--- config.mk ---
export PLATFORM = sky130hd
export DESIGN_NAME = mem_arbiter_id
export DESIGN_NICKNAME = d
export VERILOG_FILES = /design/src/rtl/mem_arbiter_id.sv
export SDC_FILE = /design/constraint.sdc
export NUM_CORES = 1
export LEC_CHECK = 0
export BUFFER_PORTS_ARGS = -buffer_cell sky130_fd_sc_hd__buf_2
export CAP_MARGIN = 20
export CORE_AREA = 2 2 338 340
export CTS_CLUSTER_SIZE = 28
export DETAILED_ROUTE_END_ITERATION = 8
export DIE_AREA = 0 0 340 342
export SYNTH_ARGS = -nofsm -noshare
export SYNTH_HDL_FRONTEND = slang
export SYNTH_SLANG_ARGS = --single-unit
--- constraint.sdc ---
create_clock -name clk -period 1.84 [get_ports clk]
set_input_delay 0.368 -clock clk [delete_from_list [all_inputs] [get_ports clk]]
set_output_delay 0.368 -clock clk [all_outputs]
set_load 0.005 [all_outputs]
--- src/rtl/mem_arbiter_id.sv ---
// Round-robin arbiter sharing one line-wide memory port between the I-cache and D-cache.
// One transaction in flight; the owner gets a registered one-cycle ready/rdata response.
module mem_arbiter_id #(
   parameter int unsigned ADDR_W = 28,
   parameter int unsigned DATA_W = 128
) (
   input  logic              clk,
   input  logic              rst_n,
   input  logic              i_read,
   input  logic              i_write,
   input  logic [ADDR_W-1:0] i_addr,
   input  logic [DATA_W-1:0] i_wdata,
   output logic [DATA_W-1:0] i_rdata,
   output logic              i_ready,
   input  logic              d_read,
   input  logic              d_write,
   input  logic [ADDR_W-1:0] d_addr,
   input  logic [DATA_W-1:0] d_wdata,
   output logic [DATA_W-1:0] d_rdata,
   output logic              d_ready,
   output logic              mem_read,
   output logic              mem_write,
   output logic [ADDR_W-1:0] mem_addr,
   output logic [DATA_W-1:0] mem_wdata,
   input  logic [DATA_W-1:0] mem_rdata,
   input  logic              mem_ready
);

   typedef enum logic [1:0] {
      ST_IDLE  = 2'd0,
      ST_ISSUE = 2'd1,
      ST_RESP  = 2'd2
   } state_e;

   state_e              state_q,     state_d;
   logic                last_d_q,    last_d_d;
   logic                owner_d_q,   owner_d_d;
   logic                mem_read_q,  mem_read_d;
   logic                mem_write_q, mem_write_d;
   logic [ADDR_W-1:0]   addr_q,      addr_d;
   logic [DATA_W-1:0]   wdata_q,     wdata_d;
   logic [DATA_W-1:0]   i_rdata_q,   i_rdata_d;
   logic [DATA_W-1:0]   d_rdata_q,   d_rdata_d;
   logic                i_ready_q,   i_ready_d;
   logic                d_ready_q,   d_ready_d;

   logic                req_i_c;
   logic                req_d_c;
   logic                grant_d_c;

   assign req_i_c = i_read | i_write;
   assign req_d_c = d_read | d_write;

   // Next-state, grant and response logic
   always_comb begin
      state_d     = state_q;
      last_d_d    = last_d_q;
      owner_d_d   = owner_d_q;
      mem_read_d  = mem_read_q;
      mem_write_d = mem_write_q;
      addr_d      = addr_q;
      wdata_d     = wdata_q;
      i_rdata_d   = i_rdata_q;
      d_rdata_d   = d_rdata_q;
      i_ready_d   = 1'b0;
      d_ready_d   = 1'b0;
      grant_d_c   = 1'b0;

      unique case (state_q)
         ST_IDLE: begin
            if (req_i_c || req_d_c) begin
               // On a tie the side that did not own the last transaction wins
               grant_d_c = req_d_c && (!req_i_c || !last_d_q);
               owner_d_d = grant_d_c;
               last_d_d  = grant_d_c;
               state_d   = ST_ISSUE;
               if (grant_d_c) begin
                  mem_write_d = d_write;
                  mem_read_d  = !d_write;
                  addr_d      = d_addr;
                  wdata_d     = d_wdata;
               end else begin
                  mem_write_d = i_write;
                  mem_read_d  = !i_write;
                  addr_d      = i_addr;
                  wdata_d     = i_wdata;
               end
            end
         end
         ST_ISSUE: begin
            if (mem_ready) begin
               mem_read_d  = 1'b0;
               mem_write_d = 1'b0;
               state_d     = ST_RESP;
               if (owner_d_q) begin
                  d_ready_d = 1'b1;
                  if (mem_read_q) d_rdata_d = mem_rdata;
               end else begin
                  i_ready_d = 1'b1;
                  if (mem_read_q) i_rdata_d = mem_rdata;
               end
            end
         end
         ST_RESP: begin
            state_d = ST_IDLE;
         end
         default: begin
            state_d     = ST_IDLE;
            mem_read_d  = 1'b0;
            mem_write_d = 1'b0;
         end
      endcase
   end

   always_ff @(posedge clk or negedge rst_n) begin
      if (!rst_n) begin
         state_q     <= ST_IDLE;
         last_d_q    <= 1'b1;
         owner_d_q   <= 1'b0;
         mem_read_q  <= 1'b0;
         mem_write_q <= 1'b0;
         addr_q      <= '0;
         wdata_q     <= '0;
         i_rdata_q   <= '0;
         d_rdata_q   <= '0;
         i_ready_q   <= 1'b0;
         d_ready_q   <= 1'b0;
      end else begin
         state_q     <= state_d;
         last_d_q    <= last_d_d;
         owner_d_q   <= owner_d_d;
         mem_read_q  <= mem_read_d;
         mem_write_q <= mem_write_d;
         addr_q      <= addr_d;
         wdata_q     <= wdata_d;
         i_rdata_q   <= i_rdata_d;
         d_rdata_q   <= d_rdata_d;
         i_ready_q   <= i_ready_d;
         d_ready_q   <= d_ready_d;
      end
   end

   assign mem_read  = mem_read_q;
   assign mem_write = mem_write_q;
   assign mem_addr  = addr_q;
   assign mem_wdata = wdata_q;
   assign i_rdata   = i_rdata_q;
   assign i_ready   = i_ready_q;
   assign d_rdata   = d_rdata_q;
   assign d_ready   = d_ready_q;

endmodule

# Yosys cells after proc, flatten, opt, wreduce, memory -nomap -nowiden
# Index checks and enable logic that the tools add are counted.
dict set report word_totals {
  ram_bits 0
  latch_bits 0
  inputBits 447
  regBits 420
  romBits 0
  memories 0
}
dict set report classes {
  div_mod_pow 0
  order_cmp 0
  mux 18
  eq_ne 4
  n_bitwise 4
  reduce_logical 13
  n_mul 0
  n_shift 0
  addsub 0
}
# cell count
set op_table {}
lappend op_table {{2-to-1 mux 128 bit} 1}
lappend op_table {{2-to-1 mux 28 bit} 1}
lappend op_table {{2-to-1 mux 1 bit} 11}
lappend op_table {{AND reduction 4 bit} 2}
lappend op_table {{case mux 1 bit (3 select lines)} 2}
lappend op_table {{zero test 1 bit} 4}
lappend op_table {{2-to-1 mux 2 bit} 2}
lappend op_table {{inequality test 2 bit (second input constant)} 2}
lappend op_table {{case mux 2 bit (2 select lines)} 1}
lappend op_table {{AND reduction 2 bit} 2}
lappend op_table {{AND reduction 3 bit} 1}
lappend op_table {{== test 2 x 1 -> 1 bit (second input constant)} 1}
lappend op_table {{== test 2 bit (second input constant)} 1}
lappend op_table {{zero test 2 bit} 1}
lappend op_table {{logical OR 1 bit} 2}
lappend op_table {{NOT 1 bit} 2}
lappend op_table {{OR 1 bit} 2}
lappend op_table {{logical AND 1 bit} 1}

# Depth between registers and ports, before layout
dict set report depth {
  depth_word 7
  depth_mapped 7
  ltp_nobuf 4
}

# Worst setup path before layout
# OpenSTA, ideal clock, no wires.
dict set report synth_timing {
  path_type {reg2reg}
  from {reg state_q[1]}
  to {reg i_rdata_q[100] (netlist: i_rdata[100])}
  stages_incl_launch_ff 8
  arrival_time_ns 1.533
  synth_period_minus_slack_ns 1.658
  setup_time_ns 0.125
  setup_slack_ns 0.182
  path_cell_list {dfrtp_1 > and3b_1 > buf_6 > nand2_4 > nor2_4 > buf_12 > buf_12 > mux2_4}
}
dict set report synth_between {
  elab_chain_cells 2
}
# element line
set synth_lines {}
lappend synth_lines {{start, declared} 35} ;# state_e state_q, state_d;
lappend synth_lines {{start signal, assigned} 129} ;# state_q <= state_d;
lappend synth_lines {{== test 2 x 1 -> 1 bit} 69} ;# unique case (state_q)
lappend synth_lines {{AND reduction 4 bit (no line)} --}
lappend synth_lines {{end signal, assigned} 136} ;# i_rdata_q <= i_rdata_d;
lappend synth_lines {{end, declared} 42} ;# logic [DATA_W-1:0] i_rdata_q, i_rdata_d;
# Every way passes these cells.
# A chain may end at the register's enable or synchronous reset.

# Worst setup path after layout
dict set report layout_timing {
  from {reg state_q[0]}
  to {reg wdata_q[62] (netlist: mem_wdata[62])}
}
dict set report layout_between {
  elab_chain_cells 2
}
# element line
set layout_lines {}
lappend layout_lines {{zero test 2 bit} 69}
lappend layout_lines {{AND reduction 2 bit (no line)} --}
lappend layout_lines {{end signal, assigned} 135} ;# wdata_q <= wdata_d;
lappend layout_lines {{end, declared} 41} ;# logic [DATA_W-1:0] wdata_q, wdata_d;
# Every way passes these cells.

==> results.toml <==
[outcome]
status = "complete, no violations"

[global_route]
grt_pass1_vias = 16300
grt_max_degree = 84
grt_antenna_before_repair = 23
overflow = 0
grtUsageTotal_pct = 14.9
grt_pass1_wl_mm = 124

[setup_path]
path_class = "flop to flop"
endpoint_kind = "flop"
cp_data_arrival_time_ns = 2.32
startpoint_type = "flop"
worstRegToRegCells = 5
reg2reg_from = "state_q[0]$_DFFE_PN0P_"
rr_endpoint = "mem_wdata[62]$_DFFE_PN0P_"
r2r_slack_ns = 0.01
crit_fanout = 46
startpoint = "state_q[0]$_DFFE_PN0P_"
critPathRequiredTime_ns = 2.33

[detailed_routing]
wl_per_cell_um = 21.6
num_vias = 16500
drt-total-wl_mm = 91.4
drc = 0
drtAntennaViolNets = 0
vias_per_cell = 3.90
drt_first_pass_iters = 5
dr.first_iter.drc_count = 921

[cts]
worstSkewPairLatency_ns = 0.63
cts.path.max_buffers = 3
numCtsBuffers = 49
cts.sinks = 420
htreeDepth = 2
cts.clk_slew.worst_paths_ns = 0.06
postCtsSetupBuffers = 0
root_buffer = "clkbuf_16"
cts_tree = "yes"

[placed_design]
hpwl_mm = 72.8
dp_cells = 3806
post-place-ws_ns = -0.0919
portBuffers = 862
gp_congestion = 0.921

[synth]
synth_ff_type = "dfrtp_1"
synthTopCellsByArea = "dfrtp_1 58%, mux2_4 20%, a21oi_1 8.7%"
async_reset_ff_share_pct = 100
syn_area_um2 = 18100
syn_nets = 1874
synth_common_cells = "419 x dfrtp_1, 313 x a21oi_1, 240 x mux2_4, 159 x nand2_1, 157 x nor2_1"
yosysWarnings = 0
synth.most_common_cell = "dfrtp_1"
synth_cell_type_count = 33
yosysSeqAreaShare_pct = 58.1
synth_edf_count = 0
ys_ff_latch = 420
syn_avg_cell_area_um2 = 12.7
syn_inst = 1427
synth_top_area_cell = "dfrtp_1"
synth_top_area_share_pct = 57.9

[power_and_ir_drop]
p_per_area_nw_per_um2 = 1520
leakagePower_nw = 14.7
irDropWorstVdd_mv = 0.852
p_total_mw = 45.2

[worst_hold_path]
hold_depth = 3
min_to = "mem_wdata[70]$_DFFE_PN0P_"
hold_class = "input port to flop"
hold_path_startpoint = "d_wdata[70]"

[sta]
min_period_ns = 1.83
maxSlewViolCount = 0
slew_headroom_pct = 62.0
timing.final.ws_setup_ns = 0.00995
fin_crit_sh_pct = 99.5
finalHoldViolations = 0
tightest_slew_ns = 0.568
rsz0062_at_grt = "false"
fmax_mhz = 546
clock_skew_ns = 0.0261
setup_viol = 0

[floorplan]
die-area_um2 = 116000
core_area_um2 = 113000
row_count = 124
io_pins = 863
die_x_um = 340
die_h_um = 342
initial_core_util_pct = 16.0

[job]
cap_viol_max_count = 0

[cells_and_area]
layoutNonFillerInstCount = 4237
num-fill-cells = 11800
post-route-util_pct = 26.3
layout-drive-gt1-share_pct = 48.3
nNetsFinal = 3128
area_delta_synth_final_pct = 64.4
timing repair:
| action | CTS | global route |
|---|---|---|
| gates cloned | 0 | 2 |
| pin swaps | 0 | 0 |
| setup endpoints to repair | 21 | 31 |
| hold endpoints to repair | 572 | 0 |
| hold buffers | 334 | 0 |
| resized for setup | 1 | 8 |
area by class of cell:
cell class / count / area, um^2 / share of cell area (%)
sequential: 420 / 10500 / 35.3
antenna: 6 / 15.0 / 0.0505
clock buffer: 68 / 1370 / 4.60
clock inverter: 21 / 303 / 1.02
tap: 1512 / 1890 / 6.36
timing repair buffer: 1301 / 8900 / 29.9
multi-input combinational: 908 / 6760 / 22.7
inverter: 1 / 3.75 / 0.0126
cell usage in the layout, fill, tap and decap left out, types with 2 or more instances in the layout:
cell / netlist / final
bufinv_16: 0 / 5
nand2b_1: 2 / 2
dfrtp_1: 419 / 419
buf_2: 26 / 861
mux2_2: 16 / 16
clkinv_2: 0 / 7
o21ai_1: 2 / 2
buf_12: 24 / 33
a21oi_2: 0 / 4
nor2_1: 157 / 157
buf_8: 0 / 2
nand2_1: 159 / 159
clkbuf_1: 31 / 12
a21oi_1: 313 / 309
o21ai_0: 3 / 2
clkbuf_16: 0 / 50
mux2_4: 240 / 240
buf_4: 9 / 69
dlygate4sd3_1: 0 / 334
diode_2: 0 / 6
clkbuf_8: 0 / 7
inv_6: 0 / 4
critical path: stages, from the launching register on:
cell     delay (ns)
dfrtp_1        0.39
buf_4          0.14
or3_4          0.44
buf_12         0.19
a21oi_1        0.36
a21oi_1        0.13
flip-flops by register name (all words and copies together), names as in the netlist:
name and count:
mem_addr 28, state_q 2, i_rdata 128, mem_read 1, d_ready 1, mem_wdata 128
d_rdata 128, i_ready 1, mem_write 1, owner_d_q 1, last_d_q 1
worst max-delay path by stage:
| stage | to | slack [ns] | cells after the start |
|---|---|---|---|
| final | mem_wdata[62]$_DFFE_PN0P_ | 0.01 | 5 |
| after global routing | mem_wdata[62]$_DFFE_PN0P_ | 0.01 | 7 |
| after CTS | mem_wdata[33]$_DFFE_PN0P_ | 0.007 | 6 |
| after detailed placement | mem_wdata[35]$_DFFE_PN0P_ | -0.09 | 7 |
| after global placement | mem_wdata[113]$_DFFE_PN0P_ | -0.05 | 7 |
| after floorplan | i_rdata[100]$_DFFE_PN0P_ | 0.18 | 7 |
per-layer routing:
layer  wire length, um  GRT usage, %
met1             38600          19.2
met5                26             0
met3              7890          4.52
met2             40800          23.2
met4              4050          5.90
per-stage QoR:
stage / setup TNS (ns) / hold slack (ns) / instance area (um^2)
floorplan: 0 / 0.0724 / 18100
global placement: -1.65 / 0.260 / 24700
detailed placement: -6.96 / 0.259 / 24700
CTS: 0 / 0.000191 / 29700
global route: 0 / 0.00710 / 29700
finish: 0 / 0.0518 / 29800
power by group:
part	internal [mW]	switching [mW]
clock network	5.95	4.25
logic	9.21	9.02
registers	13.7	3.00
total	28.9	16.3
cell families (layout without fill, tap and decap cells):
group | count (synthesis) | in the layout | share of synthesized area [%]
flops | 420 | 420 | 58.1
buf+inv | 99 | 1391 | 4.82
other cells | 0 | 6 | 0
mux | 256 | 256 | 20.9
compound gates | 323 | 323 | 9.01
simple gates | 329 | 329 | 7.20
Note: power is estimated with default switching activity, not from simulation.
